**config.mk**
```make
export PLATFORM = sky130hd
export DESIGN_NAME = cmd_dispatch
export DESIGN_NICKNAME = d
export VERILOG_FILES = /design/src/rtl/cmd_dispatch.sv
export SDC_FILE = /design/constraint.sdc
export NUM_CORES = 1
export LEC_CHECK = 0
export CORE_AREA = 2 2 90 157
export DETAILED_ROUTE_END_ITERATION = 8
export DIE_AREA = 0 0 92 159
export GPL_TIMING_DRIVEN = 1
export PLACE_DENSITY = 0.72
export SYNTH_ARGS = -nofsm -noshare
export SYNTH_HDL_FRONTEND = slang
export SYNTH_SLANG_ARGS = --single-unit
```
**constraint.sdc**
```tcl
create_clock -name clk_sys -period 3 [get_ports clk_sys]
set_clock_uncertainty 0.2 [all_clocks]
set_input_delay 0.6 -clock clk_sys [delete_from_list [all_inputs] [get_ports clk_sys]]
set_output_delay 0.6 -clock clk_sys [all_outputs]
set_load 0.02 [all_outputs]
```
**src/rtl/cmd_dispatch.sv**
```systemverilog
// Queues 4-byte commands in a FIFO and hands each one to its addressed slave(s) with per-slave valid/ready.
// Broadcasts to all slaves on BCAST_ID; drops unmapped ids. Optional issue timeout when CMD_TIMEOUT_EN is defined.
module cmd_dispatch #(
   parameter int unsigned NUM_SLV     = 2,
   parameter int unsigned FIFO_DEPTH  = 4,
   parameter logic [7:0]  DEV_BASE    = 8'h01,
   parameter logic [7:0]  BCAST_ID    = 8'hFF,
   parameter int unsigned TIMEOUT_CYC = 1000
) (
   input  logic               clk_sys,
   input  logic               rst,
   input  logic [7:0]         dev_id,
   input  logic [7:0]         mod_id,
   input  logic [7:0]         cmd_addr,
   input  logic [7:0]         cmd_data,
   input  logic               cmd_vld,
   output logic               cmd_rdy,
   output logic [7:0]         slv_mod_id,
   output logic [7:0]         slv_addr,
   output logic [7:0]         slv_data,
   output logic [NUM_SLV-1:0] slv_vld,
   input  logic [NUM_SLV-1:0] slv_rdy,
   output logic               busy,
   output logic               err_unmap,
   output logic               err_timeout,
   output logic [7:0]         drop_cnt
);

   localparam int unsigned PTR_W = $clog2(FIFO_DEPTH);
   localparam int unsigned CNT_W = $clog2(FIFO_DEPTH) + 1;

   typedef struct packed {
      logic [7:0] dev_id;
      logic [7:0] mod_id;
      logic [7:0] addr;
      logic [7:0] data;
   } cmd_t;

   typedef enum logic {IDLE, ISSUE} state_t;

   cmd_t             fifo_mem [FIFO_DEPTH];
   cmd_t             head;
   logic [PTR_W-1:0] wr_ptr_q, wr_ptr_d, rd_ptr_q, rd_ptr_d;
   logic [CNT_W-1:0] count_q, count_d;
   logic             fifo_full, fifo_empty, push, pop;

   state_t             state_q, state_d;
   logic [NUM_SLV-1:0] pend_q, pend_d, pend_left, head_mask;
   logic [7:0]         mod_q, mod_d, addr_q, addr_d, data_q, data_d;
   logic               err_unmap_q, err_unmap_d, err_timeout_q, err_timeout_d;
   logic [7:0]         drop_cnt_q, drop_cnt_d;
   logic [1:0]         drop_inc;
   logic [8:0]         drop_sum;
   logic               timed_out;
`ifdef CMD_TIMEOUT_EN
   logic [15:0]        timer_q, timer_d;
`endif

   // Broadcast wins over the unicast window if BCAST_ID happens to fall inside it.
   function automatic logic [NUM_SLV-1:0] decode(input logic [7:0] dev);
      logic [7:0] off;
      off    = dev - DEV_BASE;
      decode = '0;
      if (dev == BCAST_ID)
         decode = '1;
      else if (32'(off) < NUM_SLV)
         decode = NUM_SLV'(1) << off;
   endfunction

   assign fifo_full  = (count_q == CNT_W'(FIFO_DEPTH));
   assign fifo_empty = (count_q == '0);
   assign cmd_rdy    = !fifo_full && !rst;
   assign push       = cmd_vld && cmd_rdy;
   assign head       = fifo_mem[rd_ptr_q];
   assign head_mask  = decode(head.dev_id);

   always_comb begin
      state_d       = state_q;
      pend_d        = pend_q;
      mod_d         = mod_q;
      addr_d        = addr_q;
      data_d        = data_q;
      wr_ptr_d      = wr_ptr_q;
      rd_ptr_d      = rd_ptr_q;
      count_d       = count_q;
      err_unmap_d   = 1'b0;
      err_timeout_d = 1'b0;
      drop_inc      = 2'd0;
      pop           = 1'b0;
      timed_out     = 1'b0;
      pend_left     = pend_q & ~slv_rdy;
`ifdef CMD_TIMEOUT_EN
      timer_d       = timer_q;
`endif

      case (state_q)
         IDLE: pop = !fifo_empty;
         ISSUE: begin
`ifdef CMD_TIMEOUT_EN
            timer_d   = timer_q + 16'd1;
            timed_out = (pend_left != '0) && (timer_q >= 16'(TIMEOUT_CYC - 1));
`endif
            pend_d = timed_out ? '0 : pend_left;
            if (timed_out) begin
               err_timeout_d = 1'b1;
               drop_inc      = drop_inc + 2'd1;
            end
            if (timed_out || pend_left == '0) begin
               if (fifo_empty)
                  state_d = IDLE;
               else
                  pop = 1'b1;
            end
         end
         default: state_d = IDLE;
      endcase

      // Loading the next command overrides whatever the current one left behind.
      if (pop) begin
         mod_d    = head.mod_id;
         addr_d   = head.addr;
         data_d   = head.data;
         pend_d   = head_mask;
         rd_ptr_d = rd_ptr_q + PTR_W'(1);
`ifdef CMD_TIMEOUT_EN
         timer_d  = 16'd0;
`endif
         if (head_mask == '0) begin
            state_d     = IDLE;
            err_unmap_d = 1'b1;
            drop_inc    = drop_inc + 2'd1;
         end else begin
            state_d = ISSUE;
         end
      end

      if (push)
         wr_ptr_d = wr_ptr_q + PTR_W'(1);

      case ({push, pop})
         2'b10:   count_d = count_q + CNT_W'(1);
         2'b01:   count_d = count_q - CNT_W'(1);
         default: count_d = count_q;
      endcase

      drop_sum   = {1'b0, drop_cnt_q} + {7'd0, drop_inc};
      drop_cnt_d = drop_sum[8] ? 8'hFF : drop_sum[7:0];
   end

   always_ff @(posedge clk_sys) begin
      if (rst) begin
         state_q       <= IDLE;
         pend_q        <= '0;
         mod_q         <= '0;
         addr_q        <= '0;
         data_q        <= '0;
         wr_ptr_q      <= '0;
         rd_ptr_q      <= '0;
         count_q       <= '0;
         err_unmap_q   <= 1'b0;
         err_timeout_q <= 1'b0;
         drop_cnt_q    <= '0;
`ifdef CMD_TIMEOUT_EN
         timer_q       <= '0;
`endif
      end else begin
         state_q       <= state_d;
         pend_q        <= pend_d;
         mod_q         <= mod_d;
         addr_q        <= addr_d;
         data_q        <= data_d;
         wr_ptr_q      <= wr_ptr_d;
         rd_ptr_q      <= rd_ptr_d;
         count_q       <= count_d;
         err_unmap_q   <= err_unmap_d;
         err_timeout_q <= err_timeout_d;
         drop_cnt_q    <= drop_cnt_d;
`ifdef CMD_TIMEOUT_EN
         timer_q       <= timer_d;
`endif
      end
   end

   always_ff @(posedge clk_sys) begin
      if (push)
         fifo_mem[wr_ptr_q] <= {dev_id, mod_id, cmd_addr, cmd_data};
   end

   assign slv_vld     = pend_q;
   assign slv_mod_id  = mod_q;
   assign slv_addr    = addr_q;
   assign slv_data    = data_q;
   assign busy        = !fifo_empty || (state_q == ISSUE);
   assign err_unmap   = err_unmap_q;
   assign err_timeout = err_timeout_q;
   assign drop_cnt    = drop_cnt_q;

endmodule

```
==> results of run 1 <==
==> where the power goes <==
group | total (mW) | internal (mW) | switching [mW]
Sequential | 3.03 | 2.87 | 0.163
Clock | 2.31 | 1.41 | 0.903
Combinational | 2.14 | 1.02 | 1.11
Total | 7.47 | 5.29 | 2.18
==> kinds of logic (layout without fill, tap and decap cells) <==
kind of cell | after synthesis | in the layout | share of synthesized area
adder cells (fa/ha/maj) | 10 | 10 | 0.0202
buffers and inverters | 34 | 148 | 0.0236
multiplexers | 32 | 32 | 0.114
other | 1 | 1 | 0.000571
AND/OR/NAND/NOR | 99 | 99 | 0.0694
flip-flops | 173 | 173 | 0.722
XOR/XNOR | 8 | 8 | 0.0107
AO/OA/AOI/OAI | 47 | 47 | 0.0389
==> state kept, by name, indices dropped and copies added (netlist names), named ones only <==
| register | cells |
|---|---|
| wr_ptr_q | 2 |
| slv_mod_id | 8 |
| drop_cnt | 8 |
| state_q | 1 |
| slv_addr | 8 |
| slv_data | 8 |
| fifo_mem | 128 |
| rd_ptr_q | 2 |
| slv_vld | 2 |
| count_q | 3 |
| err_unmap | 1 |
==> path summary, 6_finish.rpt <==
path | startpoint | endpoint | slack (ps) | cells after the start
hold / removal | slv_mod_id[7] | slv_mod_id[7] | 260 | 2
setup / recovery | register | drop_cnt[4] | -70 | 10
hold reg to reg | slv_mod_id[7] | slv_mod_id[7] | 260 | 2
setup reg to reg | register | drop_cnt[4] | -70 | 10
==> layout make-up <==
type	instances	area, um^2	area share
Sequential cell	173	4750	0.562
Multi-Input combinational cell	197	1800	0.213
Timing Repair Buffer	101	998	0.118
Clock buffer	17	425	0.0503
Tap cell	174	218	0.0258
Clock inverter	15	206	0.0244
Inverter	15	56.3	0.00666
==> cells in the final DEF (no fill, tap or decap), types with 10 or more instances in the layout <==
cell             synthesis  layout
dfxtp_1                 45      44
a21oi_1                 37      34
nor2_1                  11      10
nand2_1                 57      57
mux4_2                  24      27
clkdlybuf4s50_1          0      72
clkbuf_16                0      17
buf_4                    1      23
inv_1                   14      13
edfxtp_1               128     128
==> what timing repair did <==
item / in CTS / in global routing
pin swaps: 13 / 8
resized for setup: 19 / 11
endpoints found under the setup margin: 8 / 8
setup buffers: 3 / 1
==> stage by stage <==
stage	hold slack, ps	cells	power (mW)	TNS (ps)	cell area, um^2
floorplan	266	404	4.29	-0.735	6560
global placement	244	656	5.05	-1200	7650
detailed placement	249	656	5.10	-2410	7650
CTS	257	691	7.46	-416	8370
global route	280	692	7.83	-1540	8450
finish	256	692	7.47	-424	8450
==> layer usage <==
layer  up-vias  GRT usage
li1       1728          -
met1      1861      0.208
met2       102      0.338
met3        14     0.0450
met4         0     0.0678
met5         -          0
==> tightest hold or removal path, delay by kind of cell (launching register included) <==
kind,cells,cell delay [ps]
simple gates,1,50
flops,1,310
compound gates,1,50
==> results.yml, run 1 <==
yosys:
  syn_area_per_cell_um2: 16.3
  yosys-top-cells-area: "edfxtp_1, dfxtp_1, mux4_2"
  ys.flop_type: "edfxtp_1"
  seq_area_frac_synth: 0.722
  synthCells: 404
  postSynthNetCount: 451
  yosys_warnings: 0
  async_flop_share: 0
  synth.distinct_cells: 40
  yosys.area.top_type_share: 0.585
  yosysMostFrequentCell: "edfxtp_1"
  ys_ff_latch: 173
  synth_top_area_cell: "edfxtp_1"
  synth_edf_count: 128
  netlist_top_cells_count: "edfxtp_1, nand2_1, dfxtp_1"
  syn_area_um2: 6570
layout:
  post-route-util: 0.635
  antennaDiodeCount: 0
  fillers: 971
  syn_to_final_growth_pct: 28.7
  fin_nets: 552
  drive_above_1_share: 0.222
floorplan:
  die_area_um2: 14600
  core-area_um2: 13300
  start_util: 0.493
  die_h_um: 159
  num_rows: 56
  die_w_um: 92
  pin_count: 75
critical_path:
  critPathArrivalTime_ps: 3200
  path_class: "reg -> reg"
  critPathMaxStageDelay_ps: 550
  crit_path_end_kind: "register"
  worst_path_dominant_cell_family: "simple AND/OR/NAND/NOR gates"
  start_kind: "register"
  critPathSlowestCell: "mux4_2"
  crit_required_ps: 3140
  crit_chain: "mux4_2 > or3_4 > a21oi_4 > nor2_4 > nor3_4 > ha_4 > ha_4 > and4_4 > nand4_1 > a21oi_1"
  critPathBufInv: 0
  crit_fanout: 6
  critPathMostFrequentCell: "ha_4"
power_and_ir_drop:
  vdd_drop_max_uv: 527
  p_leak_nw: 2.88
  powerDensity_nw_per_um2: 885
clock_network:
  cts.sink_count: 173
  cts_root_buf: "clkbuf_16"
  cts_tree: "yes"
  insertion_delay_ps: 410
  cts_buffers: 17
  cts.path.max_buffers: 2
  path_clk_slew_ps: 60
  htreeDepth: 4
  holdBufCountCts: 0
detailed_routing:
  post-route-drc-count: 0
  highest_layer: "met4"
  vias: 3705
  ant_nets: 0
  wl_met2_mm: 7.17
  drt_iter0_drc: 205
  drt_pass1_iterations: 4
  drt-wirelength-per-cell_um: 18.5
  viasPerCell: 5.35
  wl_mm: 12.8
  drt-met1-wl_mm: 4.95
  wl_met3_um: 505
hold_path:
  hp-class: "reg -> reg"
timing:
  rsz0062_at_grt: "true"
  slew_violations: 0
  fmax_mhz: 326
  maxSlewHeadroom: 0.651
  worstMarginPinSlew_ps: 523
  fin_crit_sh: 1.02
  setup_ws_ps: -66.1
  period_needed_ps: 3070
  hold_viol_final: 0
  finalSetupViolCount: 8
grt:
  grt_pass1_wl_mm: 20.5
  grt_max_degree: 43
  grt_overflow: 0
  track_usage: 0.186
  grt_pass1_vias: 4063
  grt_antenna_before_repair: 0
job:
  drv_cap: 0
place:
  pre_cts_ws_ps: -326
  gp_congestion: 0.756
  io_buffers: 73
  hpwl_mm: 7.94
status:
  status: "finished with violations"
  violations: "setup timing"
No activity file was read; power rests on OpenSTA's default activity.
==> run 2: changes to the inputs <==
Settings changed: SLEW_MARGIN set to 25.
==> results of run 2 <==
Same layout as run 1: the final DEF is identical, and so are final timing and power.
